## config.mk

```make
export PLATFORM = sky130hd
export DESIGN_NAME = cache_bus_arbiter
export DESIGN_NICKNAME = d
export VERILOG_FILES = /design/src/rtl/cache_bus_arbiter.sv
export SDC_FILE = /design/constraint.sdc
export NUM_CORES = 1
export LEC_CHECK = 0
export ABC_AREA = 1
export CORE_ASPECT_RATIO = 1.75
export CORE_MARGIN = 2
export CORE_UTILIZATION = 25
export CTS_CLUSTER_SIZE = 16
export DETAILED_ROUTE_END_ITERATION = 8
export SKIP_LAST_GASP = 1
export SLEW_MARGIN = 20
export SYNTH_ARGS = -nofsm -noshare
export SYNTH_HDL_FRONTEND = slang
export SYNTH_SLANG_ARGS = --single-unit
```

## constraint.sdc

```tcl
create_clock -name clk -period 4.8 [get_ports clk]
set_clock_uncertainty 0.15 [all_clocks]
set_input_delay 0.96 -clock clk [delete_from_list [all_inputs] [get_ports clk]]
set_output_delay 0.96 -clock clk [all_outputs]
set_load 0.1 [all_outputs]
```

## src/rtl/cache_bus_arbiter.sv

```systemverilog
// rtl/cache_bus_arbiter.sv - round-robin arbiter sharing one cache port among NUM_CORES cores
// Optional watchdog abort enabled by defining ARB_TIMEOUT_EN.
module cache_bus_arbiter #(
  parameter int NUM_CORES = 4,
  parameter int ADDR_W    = 12,
  parameter int DATA_W    = 8,
  parameter int TIMEOUT   = 16
) (
  input  logic                          clk,
  input  logic                          rst,
  input  logic [NUM_CORES-1:0]          req_valid,
  input  logic [NUM_CORES-1:0]          req_rw,
  input  logic [NUM_CORES*ADDR_W-1:0]   req_addr,
  input  logic [NUM_CORES*DATA_W-1:0]   req_wdata,
  output logic [NUM_CORES-1:0]          gnt,
  output logic [NUM_CORES-1:0]          done,
  output logic [DATA_W-1:0]             rdata,
  output logic                          err,
  output logic                          cache_valid,
  output logic                          cache_rw,
  output logic [ADDR_W-1:0]             cache_addr,
  output logic [DATA_W-1:0]             cache_wdata,
  input  logic                          cache_ready,
  input  logic [DATA_W-1:0]             cache_rdata,
  output logic                          busy,
  output logic [$clog2(NUM_CORES)-1:0]  owner
);

  localparam int OW = $clog2(NUM_CORES);

  typedef enum logic [1:0] {S_IDLE, S_BUSY, S_RESP} state_t;

  state_t              state_q, state_d;
  logic [OW-1:0]       owner_q, last_q, pick;
  logic                found;
  logic                rw_q;
  logic [ADDR_W-1:0]   addr_q;
  logic [DATA_W-1:0]   wdata_q;
  logic [DATA_W-1:0]   rdata_q;
  logic                err_q;
  logic                abort;
  logic [NUM_CORES-1:0] owner_oh;

  // Search starts just after the last served core so it gets lowest priority.
  always_comb begin
    int j;
    j     = 0;
    found = 1'b0;
    pick  = '0;
    for (int i = 1; i <= NUM_CORES; i++) begin
      j = int'(last_q) + i;
      if (j >= NUM_CORES) j = j - NUM_CORES;
      if (!found && req_valid[j]) begin
        found = 1'b1;
        pick  = OW'(j);
      end
    end
  end

`ifdef ARB_TIMEOUT_EN
  localparam int CW = $clog2(TIMEOUT) + 1;
  logic [CW-1:0] cnt_q;

  always_ff @(posedge clk or negedge rst) begin
    if (!rst) begin
      cnt_q <= '0;
    end else if (state_q == S_IDLE && found) begin
      cnt_q <= '0;
    end else if (state_q == S_BUSY && !cache_ready) begin
      cnt_q <= cnt_q + 1'b1;
    end
  end

  // Abort on the edge that would make cache_valid exceed TIMEOUT cycles.
  assign abort = (state_q == S_BUSY) && !cache_ready && (cnt_q == CW'(TIMEOUT - 1));
`else
  assign abort = 1'b0;
`endif

  always_comb begin
    state_d = state_q;
    case (state_q)
      S_IDLE:  if (found) state_d = S_BUSY;
      S_BUSY:  if (cache_ready || abort) state_d = S_RESP;
      S_RESP:  state_d = S_IDLE;
      default: state_d = S_IDLE;
    endcase
  end

  always_ff @(posedge clk or negedge rst) begin
    if (!rst) begin
      state_q <= S_IDLE;
      owner_q <= '0;
      last_q  <= OW'(NUM_CORES - 1);
      rw_q    <= 1'b0;
      addr_q  <= '0;
      wdata_q <= '0;
      rdata_q <= '0;
      err_q   <= 1'b0;
    end else begin
      state_q <= state_d;
      case (state_q)
        S_IDLE: begin
          if (found) begin
            owner_q <= pick;
            rw_q    <= req_rw[pick];
            addr_q  <= req_addr[pick*ADDR_W +: ADDR_W];
            wdata_q <= req_wdata[pick*DATA_W +: DATA_W];
            err_q   <= 1'b0;
          end
        end
        S_BUSY: begin
          if (cache_ready) begin
            if (rw_q) rdata_q <= cache_rdata;
          end else if (abort) begin
            err_q <= 1'b1;
          end
        end
        S_RESP:  last_q <= owner_q;
        default: ;
      endcase
    end
  end

  assign owner_oh    = NUM_CORES'(1) << owner_q;
  assign gnt         = (state_q == S_BUSY || state_q == S_RESP) ? owner_oh : '0;
  assign done        = (state_q == S_RESP) ? owner_oh : '0;
  assign err         = (state_q == S_RESP) && err_q;
  assign rdata       = rdata_q;
  assign busy        = (state_q != S_IDLE);
  assign owner       = owner_q;
  assign cache_valid = (state_q == S_BUSY);
  assign cache_rw    = rw_q;
  assign cache_addr  = addr_q;
  assign cache_wdata = wdata_q;

endmodule

```

==> summary.txt <==
Clock network
  • Post CTS Setup Buffer Count: 0
  • Post-CTS Hold Fix Bufs: 0
  • Worst skew pair latency: ~0.28 ns
  • CTS root buf: clkbuf_16
  • Clock-pin slew on the worst setup and hold paths: 0.05 ns
  • H-tree Lvls: 2
  • Total CTS buffers: 5
  • Maximum root-to-sink buffer count: 2
  • CTS Sinks: 35
  • CTS tree: built
  • # resized after CTS: 0

Route
  • Mean routed wirelength per cell: 12.4 µm
  • 1st-iter DRT viols: 76
  • Final WL: between 8 and 9 mm
  • DRC errors left: 0
  • First-pass DRT Iterations: 4
  • Vias: ~2800
  • Routed Antenna Nets: 0
  • Via/cell ratio: roughly 4.3

Timing
  • Period minus WS final: between 3 and 4 ns
  • Maximum clock rate: about 280 MHz
  • Final hold slack: ~0.33 ns
  • Final hold viol count: 0
  • Final TNS setup: 0 ns
  • Setup violators final: 0
  • Pins Over Slew Limit: 0
  • RSZ-0062 raised after global routing: no
  • Measured slew at the worst slew-check pin: ~1.1 ns
  • Final Cycle Share: 0.743
  • Slew HR: 0.294

Layout
  • Register area: approximately 880 µm²
  • Share of cells above drive strength 1: 0.0725
  • Layout Nets: 626
  • Multi-input combinational cell area: 1390 µm²
  • Commonest non-fill, non-tap cells in the layout: nand2_1 (180), clkdlybuf4s50_1 (138), nand3_1 (57), inv_1 (46), dfrtp_1 (33)
  • Most common cell after layout, fill and taps aside: nand2_1
  • Number of inserted diodes: 0
  • Filler cells: ~1100
  • Area grow syn2layout: 61.6%

Synthesis
  • Mux share of post-synthesis cell area: 0.0351
  • Top FF cell, synth: dfrtp_1
  • Synthesized cell area: 2560 µm²
  • Syn Area/Cell: 6.54 µm²
  • Mapped Cells: 392
  • Seq/Total Area, Yosys: 0.342
  • Number of synthesized flops with an enable pin: 0
  • Netlist cell types: 26
  • Largest family of logic cells by synthesized area: simple AND/OR/NAND/NOR gates
  • Compound-Gate Fraction of Synth Area: 0.0268
  • Synthesized flop and latch total: 35
  • Post-Synth XOR/XNOR Area: 0
  • Synth async-reset ratio: 1.00
  • Yosys warns: 0
  • Synth Area in Simple Gates: 0.460
  • Post-Synth Adder-Cell Area: 0.0195
  • Post-synth net total: 495

Floorplanning
  • I/O pins: ~140
  • Die Footprint: 11100 µm²
  • Die width: 80.6 µm
  • Initial Utilization: 0.259
  • Die Y: 138 µm
  • Core footprint: slightly below 10000 µm²
  • FP Rows: 48

Global route
  • Total track usage: 0.148
  • Largest net degree at the start of global routing: 54
  • Initial antenna violation count: 0
  • Number of global-route vias before repair: 2905
  • First-pass GRT wire length: 13.0 mm
  • GRT overflow: 0

Place
  • Post-DP HPWL: 6.40 mm
  • RD Place Congestion: 0.793
  • # port buffers: 139

Setup path
  • R2R setup slack: 1.96 ns
  • Worst Reg2Reg Path Length in Cells: 13
  • Classification of the worst setup path: register to primary output
  • Crit path launch type: register
  • CP Data Required Time: 3.69 ns
  • Critical R2R Launch: last_q[0]
  • Crit. End Element: primary output
  • Critical Path Fanout Max: 4
  • Arrival @ worst endpoint: 2.46 ns
  • Worst Setup EP: gnt[1]
  • Reg2reg end: cache_wdata[6]
  • CP Launch Point: state_q[1]

Status
  • Status: finished clean

Run
  • Max_cap viols: 0

Hold path
  • Min-delay worst type: register to register
-- cells by family (layout without fill, tap and decap cells) --
family,Yosys count,after routing
simple gates,268,268
buf+inv,66,198
flops,35,35
compound gates,10,10
mux,8,8
fa+ha+maj,4,4
other cells,1,1
-- critical path, cell delays in order (launching register included) --
cell and delay (ns):
dfrtp_1 0.37, inv_1 0.09, ha_1 0.28, inv_1 0.07
nor3_1 0.20, clkdlybuf4s50_1 1.17
-- how the worst min path moves through the flow --
stage / startpoint / endpoint / cells after the start / slack, ns
3_5_place_dp: cache_addr[1] / cache_addr[1] / 2 / 0.33
3_3_place_gp: cache_addr[9] / cache_addr[9] / 2 / 0.32
2_1_floorplan: state_q[1] / state_q[1] / 2 / 0.33
6_report: cache_addr[3] / cache_addr[3] / 2 / 0.33
4_1_cts: cache_addr[3] / cache_addr[3] / 2 / 0.35
5_1_grt: cache_addr[3] / cache_addr[3] / 2 / 0.36
-- metrics by stage --
| stage | cells | setup WS, ns | instance area (µm²) | utilization |
|---|---|---|---|---|
| after floorplan | 392 | 0.430 | 2560 | - |
| after global placement | 641 | 1.31 | 4010 | 0.404 |
| after detailed placement | 641 | 1.26 | 4010 | 0.404 |
| after CTS | 649 | 1.21 | 4140 | 0.418 |
| after global routing | 649 | 1.10 | 4140 | 0.418 |
| final | 649 | 1.23 | 4140 | 0.418 |
-- state kept, by name, summed over array words and instances (netlist names) --
name	cells
cache_addr	12
cache_rw	1
cache_wdata	8
last_q	2
owner	2
rdata	8
state_q	2
-- synth_stat cells, types with 2 or more instances --
library cell  instances  share of area
nor3_1                4         0.0078
nand2_2               6          0.015
dfrtp_1              33           0.32
buf_4                 3         0.0088
buf_6                 3          0.013
or2_1                 8          0.020
nand2_1             180           0.26
inv_1                46          0.067
nand3_1              57           0.11
nor2_1                5         0.0073
ha_1                  4          0.020
dfstp_2               2          0.020
mux2_2                8          0.035
o21ai_0               4         0.0078
nor2_4                3          0.013
inv_2                 4         0.0059
or2_2                 2         0.0049
a21oi_1               3         0.0059
buf_2                 9          0.018
nand3_4               2          0.014
-- area by class of cell --
| class | count | area share |
|---|---|---|
| Tap cell | 125 | 0.0377 |
| Timing Repair Buffer | 139 | 0.335 |
| Clock buffer | 7 | 0.0320 |
| Clock inverter | 1 | 0.00121 |
| Inverter | 51 | 0.0468 |
| Sequential cell | 35 | 0.212 |
| Multi-Input combinational cell | 291 | 0.336 |
-- per-layer routing --
layer / track usage / part of all wire
met2: 0.293 / 0.56
met5: 0 / 0
met1: 0.152 / 0.37
met3: 0.0358 / 0.058
met4: 0.0386 / 0.0092
Power is left out: the tool's default activity adds up to more than one toggle a clock period on the data nets, which glitch-free logic cannot reach.
